File: config.mk
export PLATFORM = sky130hd
export DESIGN_NAME = fb_syncfifo_lvl
export DESIGN_NICKNAME = d
export VERILOG_FILES = /design/src/rtl/fb_syncfifo_lvl.sv
export SDC_FILE = /design/constraint.sdc
export NUM_CORES = 1
export LEC_CHECK = 0
export ABC_AREA = 0
export ABC_CLOCK_PERIOD_IN_PS = 5800
export CORE_MARGIN = 5
export CORE_UTILIZATION = 45
export DETAILED_ROUTE_END_ITERATION = 12
export HOLD_SLACK_MARGIN = 0.08
export PLACE_DENSITY = 0.58
export SETUP_SLACK_MARGIN = 0.2
export SLEW_MARGIN = 20
export SYNTH_ARGS = -nofsm -noshare
export SYNTH_HDL_FRONTEND = slang
export SYNTH_SLANG_ARGS = --single-unit
File: constraint.sdc
create_clock -name clk -period 5.8 [get_ports clk]
set_clock_uncertainty 0.2 [all_clocks]
set_input_delay 0.58 -clock clk [delete_from_list [all_inputs] [get_ports clk]]
set_output_delay 0.58 -clock clk [all_outputs]
set_load 0.02 [all_outputs]
File: src/rtl/fb_syncfifo_lvl.sv
// Single-clock FIFO with occupancy level, almost-full/almost-empty thresholds,
// sticky overflow/underflow flags, synchronous flush and optional first-word-fall-through read.
module fb_syncfifo_lvl #(
    parameter int WIDTH     = 4,
    parameter int DEPTH     = 32,
    parameter int FWFT      = 0,
    parameter int AFULL_TH  = DEPTH - 2,
    parameter int AEMPTY_TH = 2,
    localparam int CNT_W    = $clog2(DEPTH + 1)
) (
    input  logic             clk,
    input  logic             rst_n,
    input  logic             push,
    input  logic [WIDTH-1:0] in,
    input  logic             pop,
    output logic [WIDTH-1:0] out,
    output logic             full,
    output logic             empty,
    output logic             afull,
    output logic             aempty,
    output logic [CNT_W-1:0] level,
    input  logic             flush,
    input  logic             clr_err,
    output logic             ovf,
    output logic             udf
);

    localparam int PTR_W = (DEPTH > 1) ? $clog2(DEPTH) : 1;

    logic [WIDTH-1:0] mem [DEPTH];
    logic [PTR_W-1:0] wr_ptr;
    logic [PTR_W-1:0] rd_ptr;
    logic             push_ok;
    logic             pop_ok;
    logic [CNT_W-1:0] level_next;

    // Explicit wrap keeps non-power-of-two depths correct.
    function automatic logic [PTR_W-1:0] ptr_inc(input logic [PTR_W-1:0] p);
        return (p == PTR_W'(DEPTH - 1)) ? '0 : p + PTR_W'(1);
    endfunction

    always_comb begin
        push_ok    = push & (~full | pop);
        pop_ok     = pop & ~empty;
        level_next = level + CNT_W'(push_ok) - CNT_W'(pop_ok);
    end

    always_ff @(posedge clk) begin
        if (!rst_n) begin
            wr_ptr <= '0;
            rd_ptr <= '0;
            level  <= '0;
            full   <= 1'b0;
            empty  <= 1'b1;
            afull  <= 1'b0;
            aempty <= 1'b1;
            ovf    <= 1'b0;
            udf    <= 1'b0;
        end else if (flush) begin
            // Requests in a flush cycle are dropped silently; existing errors persist.
            wr_ptr <= '0;
            rd_ptr <= '0;
            level  <= '0;
            full   <= 1'b0;
            empty  <= 1'b1;
            afull  <= 1'b0;
            aempty <= 1'b1;
            ovf    <= ovf & ~clr_err;
            udf    <= udf & ~clr_err;
        end else begin
            if (push_ok) wr_ptr <= ptr_inc(wr_ptr);
            if (pop_ok)  rd_ptr <= ptr_inc(rd_ptr);
            level  <= level_next;
            full   <= (level_next == CNT_W'(DEPTH));
            empty  <= (level_next == '0);
            afull  <= (level_next >= CNT_W'(AFULL_TH));
            aempty <= (level_next <= CNT_W'(AEMPTY_TH));
            ovf    <= (push & full & ~pop) | (ovf & ~clr_err);
            udf    <= (pop & empty) | (udf & ~clr_err);
        end
    end

    always_ff @(posedge clk) begin
        if (rst_n && !flush && push_ok) mem[wr_ptr] <= in;
    end

    generate
        if (FWFT != 0) begin : g_fwft
            assign out = empty ? '0 : mem[rd_ptr];
        end else begin : g_std
            logic [WIDTH-1:0] out_q;
            always_ff @(posedge clk) begin
                if (!rst_n)                out_q <= '0;
                else if (!flush && pop_ok) out_q <= mem[rd_ptr];
            end
            assign out = out_q;
        end
    endgenerate

endmodule

# --- After elaboration in Yosys (flattened, before gate mapping) ---
# Memories as Yosys holds them, arrays and structs flattened. A register that Yosys moved wholly into a read port is not among the register bits.
# Index checks and enable logic that the tools add are counted.
totals:
  regBits: 22
  latch_bits: 0
  ram_bits: 128
  mem_bits_ro: 0
  input_bits: 10
  output_inout_bits: 16
  wordCells: 47
  n_memories: 1
classes:
  n_addsub: 4
  n_mul: 0
  div: 0
  order_cmp: 2
  eq_ne: 3
  n_shift: 0
  n_mux: 6
  bitwise_logic: 15
  reduce_logical: 7
memory_table:
  columns: ["name", "words", "width", "rd", "rd_clocked_by_memory_dff", "wr", "line_no", "source"]
  rows:
  - ["mem", 32, 4, 1, 1, 1, "30", "logic [WIDTH-1:0] mem [DEPTH];"]
op_table:
  columns: ["op", "n"]
  rows:
  - ["5-bit by 1-bit adder with 5-bit output, second input constant", 2]
  - ["5-bit equality test, second input constant", 2]
  - ["5-bit two-way mux", 2]
  - ["1-bit bitwise AND", 7]
  - ["6-bit by 1-bit adder with 6-bit output", 1]
  - ["6-bit equality test, second input constant", 1]
  - ["6-bit by 5-bit >= comparator with 1-bit output, second input constant", 1]
  - ["6-bit by 2-bit <= comparator with 1-bit output, second input constant", 1]
  - ["6-bit logical NOT", 1]
  - ["6-bit by 1-bit subtractor with 6-bit output", 1]
  - ["1-bit inverter", 5]
  - ["1-bit two-way mux", 4]
  - ["1-bit logical AND", 3]
  - ["1-bit OR", 3]
  - ["1-bit logical NOT", 2]
  - ["2-bit OR reduction", 1]

# --- Logic depth before layout (Yosys ltp) ---
# Gate-level depths: netlist (run 1).
depth:
  ltp_word: 6
  ltp_mapped: 14
  mapped_depth_nobuf: 13

# --- Worst setup path after synthesis (run 1) ---
# Ideal clock, no wire load.
synth_timing:
  path_kind: "input-to-reg"
  start: "input port pop"
  end: "register empty"
  setup_ps: 74
  arrival_time_ps: 2705
  required_ps: 5526
  path_slack_ps: 2820
  path_stages: 12
  path_buffers: 1
  cell_sequence: "nand2b_1 -> clkbuf_1 -> inv_1 -> ha_1 -> inv_1 -> ha_1 -> inv_1 -> fa_1 -> xor2_1 -> a21boi_0 -> o2111ai_1 -> o21ai_0"
synth_between:
  word_cells_on_any_way: 6
  classes_between: "add/sub: 2; bitwise: 3; reduce/logical: 1"
synth_rtl:
  columns: ["item", "line_no", "source"]
  rows:
  - ["from (decl)", "15", "input logic pop,"]
  - ["1-bit bitwise AND", "44", "pop_ok = pop & ~empty;"]
  - ["named net pop_ok", "34", "logic pop_ok;"]
  - ["6-bit by 1-bit subtractor with 6-bit output", "45", "level_next = level + CNT_W'(push_ok) - CNT_W'(pop_ok);"]
  - ["6-bit logical NOT", "75", "empty <= (level_next == '0);"]
  - ["to (signal assigned)", "75", null]
  - ["to (decl)", "18", "output logic empty,"]
# The timed path passes the listed nets, and every way through them passes these cells.
# A chain may end at the register's enable or synchronous reset.

# --- Worst setup path after layout (run 1) ---
layout_timing:
  start: "input port pop"
  end: "register empty"
layout_between:
  elab_chain_len: 5
  word_cells_on_any_way: 6
  classes_between: "add/sub: 2; bitwise: 3; reduce/logical: 1"
layout_lines:
  columns: ["item", "line_no", "source"]
  rows:
  - ["1-bit OR", "43", "push_ok = push & (~full | pop);"]
  - ["1-bit bitwise AND", "43", null]
  - ["6-bit by 1-bit adder with 6-bit output", "45", null]
  - ["6-bit by 1-bit subtractor with 6-bit output *", "45", null]
  - ["6-bit logical NOT *", "75", null]
# Mark *: on every way between the ends. The rest lies on a longest branch, timed or not.

==> results of run 1 <==
## metal layers
| metal | wire length [um] | vias up | track usage [%] |
|---|---|---|---|
| met5 | 0 | - | 0 |
| met4 | 244 | 0 | 6.53 |
| met3 | 812 | 22 | 4.35 |
| met2 | 6410 | 99 | 26.1 |
| met1 | 5970 | 1811 | 23.6 |
| li1 | - | 1736 | - |
## area by class of cell
type                    count  share of cell area, %
well taps                 184                   3.07
repair buffers             29                   3.47
clock buffers              18                   5.73
multi-input cells         249                   26.9
inverters                  12                  0.601
clock inverters            14                   1.95
flip-flops and latches    154                   58.3
## power by group
group,switching (W),internal [W],total [W]
Combinational,0.0000940,0.0000668,0.000161
Sequential,0.0000119,0.00121,0.00122
Clock,0.000444,0.000636,0.00108
## layout by cell type, fill, tap and decap left out, types with 5 or more instances in the layout
cell | Yosys | layout
nand3_1 | 6 | 6
o22ai_1 | 9 | 9
edfxtp_1 | 128 | 128
mux4_1 | 5 | 5
or3_1 | 5 | 5
mux2i_1 | 18 | 18
nand2_1 | 23 | 23
nor2b_1 | 8 | 8
clkdlybuf4s50_1 | 0 | 21
nor2_1 | 43 | 43
a21oi_1 | 14 | 14
mux4_2 | 21 | 21
nand2b_1 | 8 | 8
o21ai_0 | 17 | 17
inv_1 | 11 | 11
nor3_1 | 8 | 8
dfxtp_1 | 26 | 25
clkbuf_16 | 0 | 17
ha_1 | 13 | 13
a211oi_1 | 5 | 5
## synth_stat cells (4+ instances only)
library cell / instances
a211oi_1: 5
a21oi_1: 14
and3_1: 4
buf_2: 6
clkbuf_1: 10
dfxtp_1: 26
edfxtp_1: 128
ha_1: 13
inv_1: 11
mux2_2: 4
mux2i_1: 18
mux4_1: 5
mux4_2: 21
nand2_1: 23
nand2b_1: 8
nand3_1: 6
nor2_1: 43
nor2b_1: 8
nor3_1: 8
o21ai_0: 17
o22ai_1: 9
or3_1: 5
## sequential cells by signal (all words and copies together) (netlist names)
signal / count
empty: 1
out: 4
mem: 128
udf: 1
full: 1
level: 6
wr_ptr: 5
ovf: 1
afull: 1
aempty: 1
rd_ptr: 5
## through the flow
step                      cells  hold WS [ns]  power [W]  util (%)
final                       660         0.289    0.00246      51.9
after CTS                   660         0.292    0.00248      52.0
after detailed placement    628         0.284    0.00141      48.0
after floorplan             437         0.258    0.00135         -
after global routing        660         0.339    0.00255      51.9
after global placement      628         0.270    0.00141      48.1
## kinds of logic after synthesis
kind of cell	count (synthesis)	share of synthesized area, %
buffers and inverters	34	2.77
AND/OR/NAND/NOR	123	9.16
multiplexers	48	12.6
flip-flops	154	66.5
AO/OA/AOI/OAI	60	5.57
adder cells (fa/ha/maj)	14	2.79
XOR/XNOR	4	0.534
## worst paths after layout
path	start	endpoint	slack (ns)	cells past startpoint
worst max-delay path	pop	empty	2.44	13
worst max register to register	empty	empty	2.69	11
worst min register to register	udf	udf	0.29	2
worst min-delay path	udf	udf	0.29	2
## worst max-delay path, cell delays in order
cell	delay, ns
clkdlybuf4s50_1	0.49
nand2b_1	0.12
and2_1	0.33
inv_2	0.13
ha_1	0.31
inv_1	0.06
ha_1	0.17
inv_1	0.06
fa_1	0.40
xor2_1	0.22
a21boi_0	0.29
o2111ai_1	0.18
o21ai_0	0.16
==> impl_metrics.py, run 1 <==
metrics = {
    "status": {
        "status": "finished clean",
    },
    "die": {
        "die_h_um": 131,
        "fp.dieArea_mm2": 0.0171,
        "dieWidth_um": 131,
        "rows": 44,
        "boundaryPins": 26,
        "initial_core_util_pct": 45.5,
        "core_mm2": 0.0144,
    },
    "route": {
        "drc": 0,
        "vias": 3668,
        "dr.pass1.iters": 4,
        "drt_iter0_drc": 313,
        "drt-total-wl_mm": 13.4,
        "via_per_inst": 5.56,
        "detail-route-antenna-nets": 0,
        "wl_per_cell_um": 20.4,
    },
    "cells_and_area": {
        "regArea_mm2": 0.00437,
        "n_fill_cell": 1232,
        "multiInputGateArea_mm2": 0.00201,
        "design_area_mm2": 0.00749,
        "drive_gt1_share_pct": 14.3,
        "final_nets": 487,
        "syn_to_final_growth_pct": 14.2,
        "antennaDiodeCount": 0,
    },
    "global_route": {
        "grt.total_usage_pct": 17.0,
        "grt_start_max_net_pins": 33,
        "antenna_found_initial": 0,
        "grt_overflow": 0,
        "grt_pass1_vias": 3711,
        "grt_first_pass_wirelength_mm": 21.1,
    },
    "critical_path": {
        "required_ns": 5.94,
        "crit_arrival_ns": 3.51,
        "path_max_fanout": 9,
        "end_kind": "flip-flop",
        "critical_path_class": "in2reg",
        "cp-start-kind": "input pin",
    },
    "clock_tree": {
        "cts_setup_buffers": 0,
        "insertion_delay_ns": 0.42,
        "cts-root-buf": "clkbuf_16",
        "cts_tree": "done",
        "cts_buffers": 17,
        "ctsResizeCount": 0,
        "htree_levels": 4,
        "cts.clk_slew.worst_paths_ns": 0.06,
        "cts_buffer_depth": 2,
        "cts.sinks": 154,
        "cts_hold_buf": 0,
    },
    "flow_run": {
        "maxCapViolCount": 0,
    },
    "yosys": {
        "synthArstFlopShare_pct": 0,
        "yosysTopAreaCell": "edfxtp_1",
        "syn_area_mm2": 0.00656,
        "ys_top_cells_by_area": "edfxtp_1 (59%), dfxtp_1 (7.9%), mux4_2 (7.2%)",
        "synth_fp_nets": 461,
        "ys_seq_elements": 154,
        "yosysTopAreaCellShare_pct": 58.6,
        "yosysWarningCount": 0,
        "synth-edff-count": 128,
        "syn_inst": 437,
        "synth_ff_type": "edfxtp_1",
        "avgSynthCellArea_um2": 15.0,
        "synth_cell_types": 48,
        "yosysSeqAreaShare_pct": 66.5,
    },
    "sta": {
        "worst_slew_pin_slew_ns": 1.03,
        "rsz0062_at_grt": "no",
        "slew_headroom_pct": 31.7,
        "fin_crit_sh_pct": 57.9,
        "period_minus_slack_ns": 3.36,
        "drv_slew": 0,
        "setup_viol": 0,
        "setup_slack_ns": 2.44,
        "max_freq_mhz": 298,
        "finalSetupTns_ns": 0,
        "hold_viol": 0,
    },
    "power_and_ir_drop": {
        "power_density_mw_per_mm2": 329,
        "vdd_drop_max_mv": 0.198,
        "power_leakage_nw": 2.35,
    },
    "place": {
        "dp_hpwl_mm": 8.76,
        "io_buffers": 25,
        "post-place-ws_ns": 2.03,
        "placed_area_mm2": 0.00693,
        "globalplace.congestion": 0.758,
    },
    "min_path": {
        "hold_class": "reg2reg",
    },
}
No activity file was read; power rests on OpenSTA's default activity.
==> run 2, diff against run 1 <==
--- a/config.mk
+++ b/config.mk
@@ -6,7 +6,7 @@
 export NUM_CORES = 1
 export LEC_CHECK = 0
 export ABC_AREA = 0
-export ABC_CLOCK_PERIOD_IN_PS = 5800
+export ABC_CLOCK_PERIOD_IN_PS = 3100
 export CORE_MARGIN = 5
 export CORE_UTILIZATION = 45
 export DETAILED_ROUTE_END_ITERATION = 12
==> constraint.sdc (replaced) <==
create_clock -name clk -period 3.1 [get_ports clk]
set_clock_uncertainty 0.2 [all_clocks]
set_input_delay 0.31 -clock clk [delete_from_list [all_inputs] [get_ports clk]]
set_output_delay 0.31 -clock clk [all_outputs]
set_load 0.02 [all_outputs]
==> run 2 against run 1 <==
Net effect: clock-buffer cell count up 1; combinational power increased by 120%; die area is the same; via count is 1.4% higher; design area up 2.8%; sequential share of layout area decreased by 1.6 points; utilization up 1.5 points; flip-flop and latch count stayed put; sequential power increased by 87%; critical path depth down 1; final cell count grew 3.2%; largest cell class unchanged; critical path type unchanged; highest routed layer unchanged.
==> impl_metrics.py, run 2 (synthesis results as in run 1) <==
metrics = {
    "min_path": {
        "hold_depth": 2,
        "hold_class": "reg2reg",
    },
    "cells_and_area": {
        "final_nets": 508,
        "final_common_cell": "edfxtp_1",
        "regArea_mm2": 0.00437,
        "n_fill_cell": 1201,
        "largest_reg_flops": 128,
        "drive_gt1_share_pct": 17.9,
        "mostFrequentLayoutCells": "edfxtp_1 (128), nor2_1 (43), dfxtp_1 (25), clkdlybuf4s50_1 (25), buf_4 (24)",
        "antennaDiodeCount": 0,
        "design_area_mm2": 0.00770,
        "multiInputGateArea_mm2": 0.00203,
        "syn_to_final_growth_pct": 17.4,
        "reg_top3": "mem (128), level (6)",
        "largest-register": "mem",
    },
    "critical_path": {
        "cp-start-kind": "input pin",
        "critical_path_class": "in2reg",
        "end_kind": "flip-flop",
        "path_max_fanout": 4,
        "crit_arrival_ns": 2.91,
        "required_ns": 3.27,
        "r2r_cells": 11,
    },
    "die": {
        "dieWidth_um": 131,
        "rows": 44,
        "fp.dieArea_mm2": 0.0171,
        "boundaryPins": 26,
        "core_mm2": 0.0144,
        "initial_core_util_pct": 45.5,
        "die_h_um": 131,
    },
    "sta": {
        "period_minus_slack_ns": 2.73,
        "hold_viol": 0,
        "slew_headroom_pct": 51.8,
        "rsz0062_at_grt": "yes",
        "worst_slew_pin_slew_ns": 0.723,
        "fin_hold_ws_ns": 0.284,
        "fin_crit_sh_pct": 88.2,
        "drv_slew": 0,
        "max_freq_mhz": 366,
        "setup_viol": 0,
    },
    "place": {
        "placed_area_mm2": 0.00710,
        "io_buffers": 25,
        "dp_hpwl_mm": 9.22,
        "globalplace.congestion": 0.839,
    },
    "route": {
        "vias": 3720,
        "detail-route-antenna-nets": 0,
        "via_per_inst": 5.46,
        "drt_iter0_drc": 222,
        "drt-total-wl_mm": 13.5,
        "wl_per_cell_um": 19.9,
        "dr.pass1.iters": 6,
        "drc": 0,
    },
    "clock_tree": {
        "cts-root-buf": "clkbuf_16",
        "cts_setup_buffers": 0,
        "cts.clk_slew.worst_paths_ns": 0.06,
        "cts_hold_buf": 0,
        "cts_tree": "done",
        "cts_buffers": 17,
        "cts.sinks": 154,
        "htree_levels": 4,
        "insertion_delay_ns": 0.42,
        "cts_buffer_depth": 2,
    },
    "global_route": {
        "antenna_found_initial": 0,
        "grt_start_max_net_pins": 33,
        "grt_first_pass_wirelength_mm": 21.8,
        "grt_pass1_vias": 3934,
        "grt.total_usage_pct": 17.5,
        "grt_overflow": 0,
    },
    "power_and_ir_drop": {
        "vdd_drop_max_mv": 0.404,
        "p_switching_w": 0.00105,
        "power.internal_w": 0.00361,
        "swShare_pct": 22.5,
        "power_leakage_nw": 2.45,
        "power_density_mw_per_mm2": 604,
        "power_frac_seq_pct": 49.0,
        "p_clk_share_pct": 43.5,
        "p_comb_share_pct": 7.5,
        "total_power_w": 0.00466,
    },
    "status": {
        "status": "finished clean",
    },
    "flow_run": {
        "maxCapViolCount": 0,
    },
}
## run 2: cell types whose count changed in the layout (fill, tap and decap cells not counted), moves of 2 or more
| cell | previous run | this run |
|---|---|---|
| clkdlybuf4s50_1 | 21 | 25 |
| inv_6 | 4 | 2 |
| buf_4 | 4 | 24 |
| clkinv_2 | 3 | 1 |
| buf_2 | 4 | 0 |
| clkinvlp_4 | 2 | 5 |
## run 2: final timing paths
check / end / slack (ns) / start
setup / recovery: aempty / 0.37 / pop
hold / removal: udf / 0.28 / udf
setup reg to reg: aempty / 0.43 / full
hold reg to reg: udf / 0.28 / udf
## run 2: metrics by stage
step | worst slack (ns) | setup TNS, ns | utilization, % | std cells
2_1_floorplan | 0.294 | 0 | - | 437
6_report | 0.366 | 0 | 53.4 | 681
4_1_cts | 0.305 | 0 | 53.3 | 681
3_5_place_dp | -0.134 | -0.273 | 49.3 | 649
3_3_place_gp | -0.0108 | -0.0108 | 49.3 | 649
5_1_grt | 0.159 | 0 | 53.4 | 681
## run 2: area by class of cell
cell class	count	share of cell area, %
clock buffer	19	5.62
clock inverter	13	1.90
inverter	12	0.585
multi-input combinational	249	26.4
sequential	154	56.7
tap	184	2.99
timing repair buffer	50	5.85
## run 2: power by group through the flow
| stage | registers, W | clock network [W] | logic (W) |
|---|---|---|---|
| floorplan | 0.00235 | 0 | 0.000171 |
| global route | 0.00228 | 0.00216 | 0.000386 |
| detailed placement | 0.00232 | 0 | 0.000340 |
| CTS | 0.00228 | 0.00206 | 0.000341 |
| global placement | 0.00232 | 0 | 0.000334 |
| finish | 0.00228 | 0.00203 | 0.000350 |
## run 2: routing by layer
| metal | share of wire [%] | up-vias | routed length (um) | global-route usage [%] |
|---|---|---|---|---|
| met5 | 0 | - | 0 | 0 |
| met4 | 0.81 | 0 | 110 | 6.35 |
| met3 | 4.7 | 12 | 638 | 4.23 |
| met2 | 50 | 82 | 6750 | 27.8 |
| met1 | 45 | 1850 | 6050 | 23.6 |
| li1 | - | 1776 | - | - |
## run 2: repair_timing
item                                   in CTS  in global routing
setup endpoints to repair                   0                  3
resized for setup                           0                  5
endpoints found under the hold margin       0                  0
## run 2: critical path, stage by stage
cell,delay [ns]
clkdlybuf4s50_1,0.41
nand2b_1,0.16
and2_1,0.18
inv_2,0.06
ha_1,0.20
inv_1,0.06
ha_1,0.29
a211oi_1,0.28
o21bai_1,0.12
a21oi_1,0.22
xor2_1,0.38
a41o_1,0.23
